File: src/rtl/ram_arbiter_2p.sv
// ram_arbiter_2p: round-robin two-requester access controller for a single-port RAM.
module ram_arbiter_2p #(
   parameter int ADDR_W = 3,
   parameter int DATA_W = 16
) (
   input  logic              clk,
   input  logic              rst,
   input  logic              a_req_i,
   input  logic              a_we_i,
   input  logic [ADDR_W-1:0] a_addr_i,
   input  logic [DATA_W-1:0] a_wdata_i,
   output logic              a_gnt_o,
   output logic              a_ack_o,
   output logic [DATA_W-1:0] a_rdata_o,
   input  logic              b_req_i,
   input  logic              b_we_i,
   input  logic [ADDR_W-1:0] b_addr_i,
   input  logic [DATA_W-1:0] b_wdata_i,
   output logic              b_gnt_o,
   output logic              b_ack_o,
   output logic [DATA_W-1:0] b_rdata_o,
   output logic              ram_cs_o,
   output logic              ram_rw_o,
   output logic [ADDR_W-1:0] ram_addr_o,
   output logic [DATA_W-1:0] ram_din_o,
   input  logic [DATA_W-1:0] ram_dout_i,
   output logic              busy_o
);
   localparam logic [1:0] IDLE = 2'b00, ACCESS = 2'b01, ACK = 2'b10;
   logic [1:0]        state_q, state_d;
   logic              we_q, we_d, win_b_q, win_b_d, prio_b_q, prio_b_d;
   logic              a_gnt_q, a_gnt_d, b_gnt_q, b_gnt_d, a_ack_q, a_ack_d, b_ack_q, b_ack_d;
   logic [ADDR_W-1:0] addr_q, addr_d;
   logic [DATA_W-1:0] wdata_q, wdata_d, a_rdata_q, a_rdata_d, b_rdata_q, b_rdata_d;
   always_comb begin
      state_d   = IDLE;
      we_d      = we_q;
      addr_d    = addr_q;
      wdata_d   = wdata_q;
      win_b_d   = win_b_q;
      prio_b_d  = prio_b_q;
      a_gnt_d   = a_gnt_q;
      b_gnt_d   = b_gnt_q;
      a_ack_d   = 1'b0;
      b_ack_d   = 1'b0;
      a_rdata_d = a_rdata_q;
      b_rdata_d = b_rdata_q;
      if (state_q == IDLE && (a_req_i || b_req_i)) begin
         win_b_d = b_req_i && (!a_req_i || prio_b_q);
         we_d    = win_b_d ? b_we_i : a_we_i;
         addr_d  = win_b_d ? b_addr_i : a_addr_i;
         wdata_d = win_b_d ? b_wdata_i : a_wdata_i;
         a_gnt_d = !win_b_d;
         b_gnt_d = win_b_d;
         state_d = ACCESS;
      end else if (state_q == ACCESS) begin
         a_rdata_d = (!we_q && !win_b_q) ? ram_dout_i : a_rdata_q;
         b_rdata_d = (!we_q && win_b_q) ? ram_dout_i : b_rdata_q;
         a_ack_d   = !win_b_q;
         b_ack_d   = win_b_q;
         state_d   = ACK;
      end else if (state_q == ACK) begin
         a_gnt_d  = 1'b0;
         b_gnt_d  = 1'b0;
         prio_b_d = !win_b_q;
      end
   end
   always_ff @(posedge clk) begin
      if (rst) begin
         state_q   <= IDLE;
         we_q      <= 1'b0;
         addr_q    <= '0;
         wdata_q   <= '0;
         win_b_q   <= 1'b0;
         prio_b_q  <= 1'b0;
         a_gnt_q   <= 1'b0;
         b_gnt_q   <= 1'b0;
         a_ack_q   <= 1'b0;
         b_ack_q   <= 1'b0;
         a_rdata_q <= '0;
         b_rdata_q <= '0;
      end else begin
         state_q   <= state_d;
         we_q      <= we_d;
         addr_q    <= addr_d;
         wdata_q   <= wdata_d;
         win_b_q   <= win_b_d;
         prio_b_q  <= prio_b_d;
         a_gnt_q   <= a_gnt_d;
         b_gnt_q   <= b_gnt_d;
         a_ack_q   <= a_ack_d;
         b_ack_q   <= b_ack_d;
         a_rdata_q <= a_rdata_d;
         b_rdata_q <= b_rdata_d;
      end
   end
   // RAM pins depend only on state and latched request, never on live requester inputs
   assign ram_cs_o   = state_q == ACCESS;
   assign ram_rw_o   = state_q == ACCESS && we_q;
   assign ram_addr_o = addr_q;
   assign ram_din_o  = wdata_q;
   assign busy_o     = state_q != IDLE;
   assign a_gnt_o    = a_gnt_q;
   assign b_gnt_o    = b_gnt_q;
   assign a_ack_o    = a_ack_q;
   assign b_ack_o    = b_ack_q;
   assign a_rdata_o  = a_rdata_q;
   assign b_rdata_o  = b_rdata_q;
endmodule

File: config.mk
export PLATFORM = sky130hd
export DESIGN_NAME = ram_arbiter_2p
export DESIGN_NICKNAME = d
export VERILOG_FILES = /design/src/rtl/ram_arbiter_2p.sv
export SDC_FILE = /design/constraint.sdc
export NUM_CORES = 1
export LEC_CHECK = 0
export CAP_MARGIN = 20
export CORE_ASPECT_RATIO = 0.6
export CORE_MARGIN = 3
export CORE_UTILIZATION = 40
export DETAILED_ROUTE_END_ITERATION = 10
export PLACE_DENSITY_LB_ADDON = 0.12
export RECOVER_POWER = 50
export SLEW_MARGIN = 20
export SYNTH_ARGS = -nofsm -noshare
export SYNTH_HDL_FRONTEND = slang
export SYNTH_SLANG_ARGS = --single-unit
File: constraint.sdc
create_clock -name clk -period 2 [get_ports clk]
set_clock_uncertainty 0.15 [all_clocks]
set_input_delay 0.4 -clock clk [delete_from_list [all_inputs] [get_ports clk]]
set_output_delay 0.4 -clock clk [all_outputs]
set_load 0.05 [all_outputs]
==> impl_results.md <==
* GRT Util Overall at 0.226
* CTS tree: yes
* Clock transition at path regs at 0.06 ns
* Yosys cell types at 25
* HP Class: primary input to flop
* # fillers at 533
* Worst-margin pin slew at 0.658 ns
* R2R depth at 5
* Mapped Cells at 292
* Synth area leader: dfxtp_1
* Setup tns final at 0 ns
* Initial antenna violation count at 0
* Final min period at 1.88 ns
* Leakage power at 1.26 nW
* # H-tree levels at 3
* Port bufs at 117
* Final setup fails at 0
* Largest net degree at the start of global routing at 23
* Slew margin rel. at 0.563
* Root Driver: clkbuf_8
* Worst vdd ir at 0.553 mV
* Global-route wire length before repair at 12.5 mm
* Post-synth top area share at 0.510
* Startpoint Class: flop
* WS Path Type: flop to primary output
* Die Footprint at 6880 µm²
* Core Rows at 20
* RR Startpoint: state_q[1]$_SDFF_PP0_
* Share of layout cells above drive strength 1 at 0.108
* Area Overhead vs Synth at 52.3%
* Cts bufs inserted at 9
* Starting density of the core at 0.440
* Skew-Pair Late Insertion Delay at 0.33 ns
* Total wire length at 7.52 mm
* RePlAce Congestion at 0.790
* Initial DRC count at 177
* Outcome: complete, no violations
* Async SR Flop Fraction at 0
* Longest Clk Path Bufs at 2
* Post-route DRC at 0
* Synth area leaders: dfxtp_1, nand2_1, a21oi_1
* RSZ-0062 raised after global routing: false
* Max-cap viol count at 0
* Pre-CTS setup slack at 0.0824 ns
* Vias in the first global route at 2519
* Total grt overflow at 0
* Avg Cell Area, Syn at 8.07 µm²
* DR WL/cell at 15.2 µm
* Final Hold Viols at 0
* Die width at 105 µm
* Top Ports at 118
* Worst Path Max Fanout at 5
* Hold_buf cts at 0
* Antenna-violating nets left at 0
* Number of enable flip-flop cells after synthesis at 0
* Max frequency at 532 MHz
* #FFs+latches synth at 60
* # Post-CTS Setup Buffers at 0
* Core area at 5360 µm²
* CTS Sinks at 60
* Reg2Reg Setup Slack at 0.35 ns
* Layout Nets at 472
* Power density cells at 943 nW/µm²
* CP endpoint kind: primary output
* Antenna diode count at 0
* Final WS setup at 0.120 ns
* 1st-pass router iterations at 4
* CP arrival at 1.33 ns
* Crit share post-route at 0.940
* Via Count at 2583
* Critical Path End: ram_rw_o
* Via-to-Cell Ratio at 5.23
* Synth warn at 0
* Critical path required time at 1.45 ns
* Post-Syn Area at 2360 µm²
* Sequential share of the synthesized area at 0.510
* Max Slew Vio Count at 0
* Post-synth top flop: dfxtp_1
* HPWL Detailed at 5.32 mm
* CP startpoint: state_q[1]$_SDFF_PP0_
* Net count after synthesis at 352
* Die Y at 65.5 µm
* Worst R2R End: a_rdata_o[5]$_SDFFE_PP0P_
logic make-up (layout without fill, tap and decap cells):
logic type,count (synthesis),count (layout),share of synthesized area
AND/OR/NAND/NOR,122,122,0.251
AO/OA/AOI/OAI,80,80,0.183
buffers and inverters,30,155,0.0573
flip-flops,60,60,0.510
cell usage in the layout, fill, tap and decap left out:
master and n:
o21ai_1 8, buf_2 1, dfxtp_1 59, a21oi_1 35, clkinv_2 1, dfxtp_2 1
or4b_1 1, inv_1 1, nand2_1 65, clkbuf_1 55, and2_1 1, nand4bb_1 1
clkbuf_8 11, nor4b_4 1, nand2b_1 2, nor2b_1 1, a31oi_1 20, nor2_1 4
inv_2 1, nor3_1 3, bufinv_16 3, and2_0 1, nor4bb_4 1, a211oi_1 1
o21ai_0 15, nand3_1 21, dlygate4sd3_1 1, buf_4 22, a211oi_2 1, nand4_1 20
clkdlybuf4s50_1 57, buf_12 2
per-stage QoR:
step           total power [mW]  cell area (µm²)  instances  utilization  hold slack, ns
2_1_floorplan              1.78             2360        292            -           0.336
3_3_place_gp               2.10             3540        478        0.661           0.292
3_5_place_dp               2.11             3540        478        0.661           0.297
4_1_cts                    3.46             3790        494        0.708           0.172
5_1_grt                    3.52             3590        494        0.671           0.183
6_report                   3.39             3590        494        0.671           0.182
cells in the mapped netlist, types with 2 or more instances:
cell type / n
a211oi_1: 2
a21oi_1: 35
a31oi_1: 20
and2_1: 2
buf_2: 9
clkbuf_1: 16
dfxtp_1: 60
nand2_1: 65
nand2b_1: 2
nand3_1: 21
nand4_1: 20
nor2_1: 4
nor3_1: 3
o21ai_0: 15
o21ai_1: 8
state kept, by name, indices dropped and copies added (netlist names):
register and flops:
a_rdata_o 16, we_q 1, win_b_q 1, prio_b_q 1, ram_addr_o 3, a_gnt_o 1
b_rdata_o 16, a_ack_o 1, state_q 2, b_ack_o 1, ram_din_o 16, b_gnt_o 1
worst max-delay path, cell delays in order, from the launching register on:
cell and delay [ns]:
dfxtp_1 0.41, nand2b_1 0.17, inv_1 0.08, and2_1 0.19, buf_12 0.15
layer usage:
layer,wire [µm],vias to the layer above,global-route usage
met1,3590,1219,0.302
met5,0,-,0
met4,79,0,0.0687
li1,-,1276,-
met2,3350,76,0.347
met3,495,12,0.0746
what timing repair did:
action	4_1_cts	5_1_grt
setup endpoints to repair	1	0
endpoints found under the hold margin	0	0
gates resized for setup	1	0
worst min path at each step:
stage                                from                          to  slack (ns)  cells past startpoint
2_1_floorplan       prio_b_q$_SDFFE_PP0P_       prio_b_q$_SDFFE_PP0P_        0.34                      2
5_1_grt                               rst  a_rdata_o[10]$_SDFFE_PP0P_        0.18                      2
3_5_place_dp    b_rdata_o[7]$_SDFFE_PP0P_   b_rdata_o[7]$_SDFFE_PP0P_        0.30                      2
4_1_cts                               rst  b_rdata_o[10]$_SDFFE_PP0P_        0.17                      2
6_report                              rst  a_rdata_o[10]$_SDFFE_PP0P_        0.18                      2
3_3_place_gp   a_rdata_o[12]$_SDFFE_PP0P_  a_rdata_o[12]$_SDFFE_PP0P_        0.29                      2
power breakdown:
group,total (mW),switching (mW),internal [mW]
clock,1.35,0.457,0.894
combinational,0.722,0.476,0.246
sequential,1.31,0.0456,1.27
final cells by class:
type                    instances  area, µm²  area share
multi-input cells             202       1040       0.290
well taps                      77       96.3      0.0268
flip-flops and latches         60       1200       0.335
inverters                       2       7.51     0.00209
clock buffers                  12        155      0.0432
repair buffers                137        993       0.277
clock inverters                 4       95.1      0.0265
No activity file was read; power rests on OpenSTA's default activity.
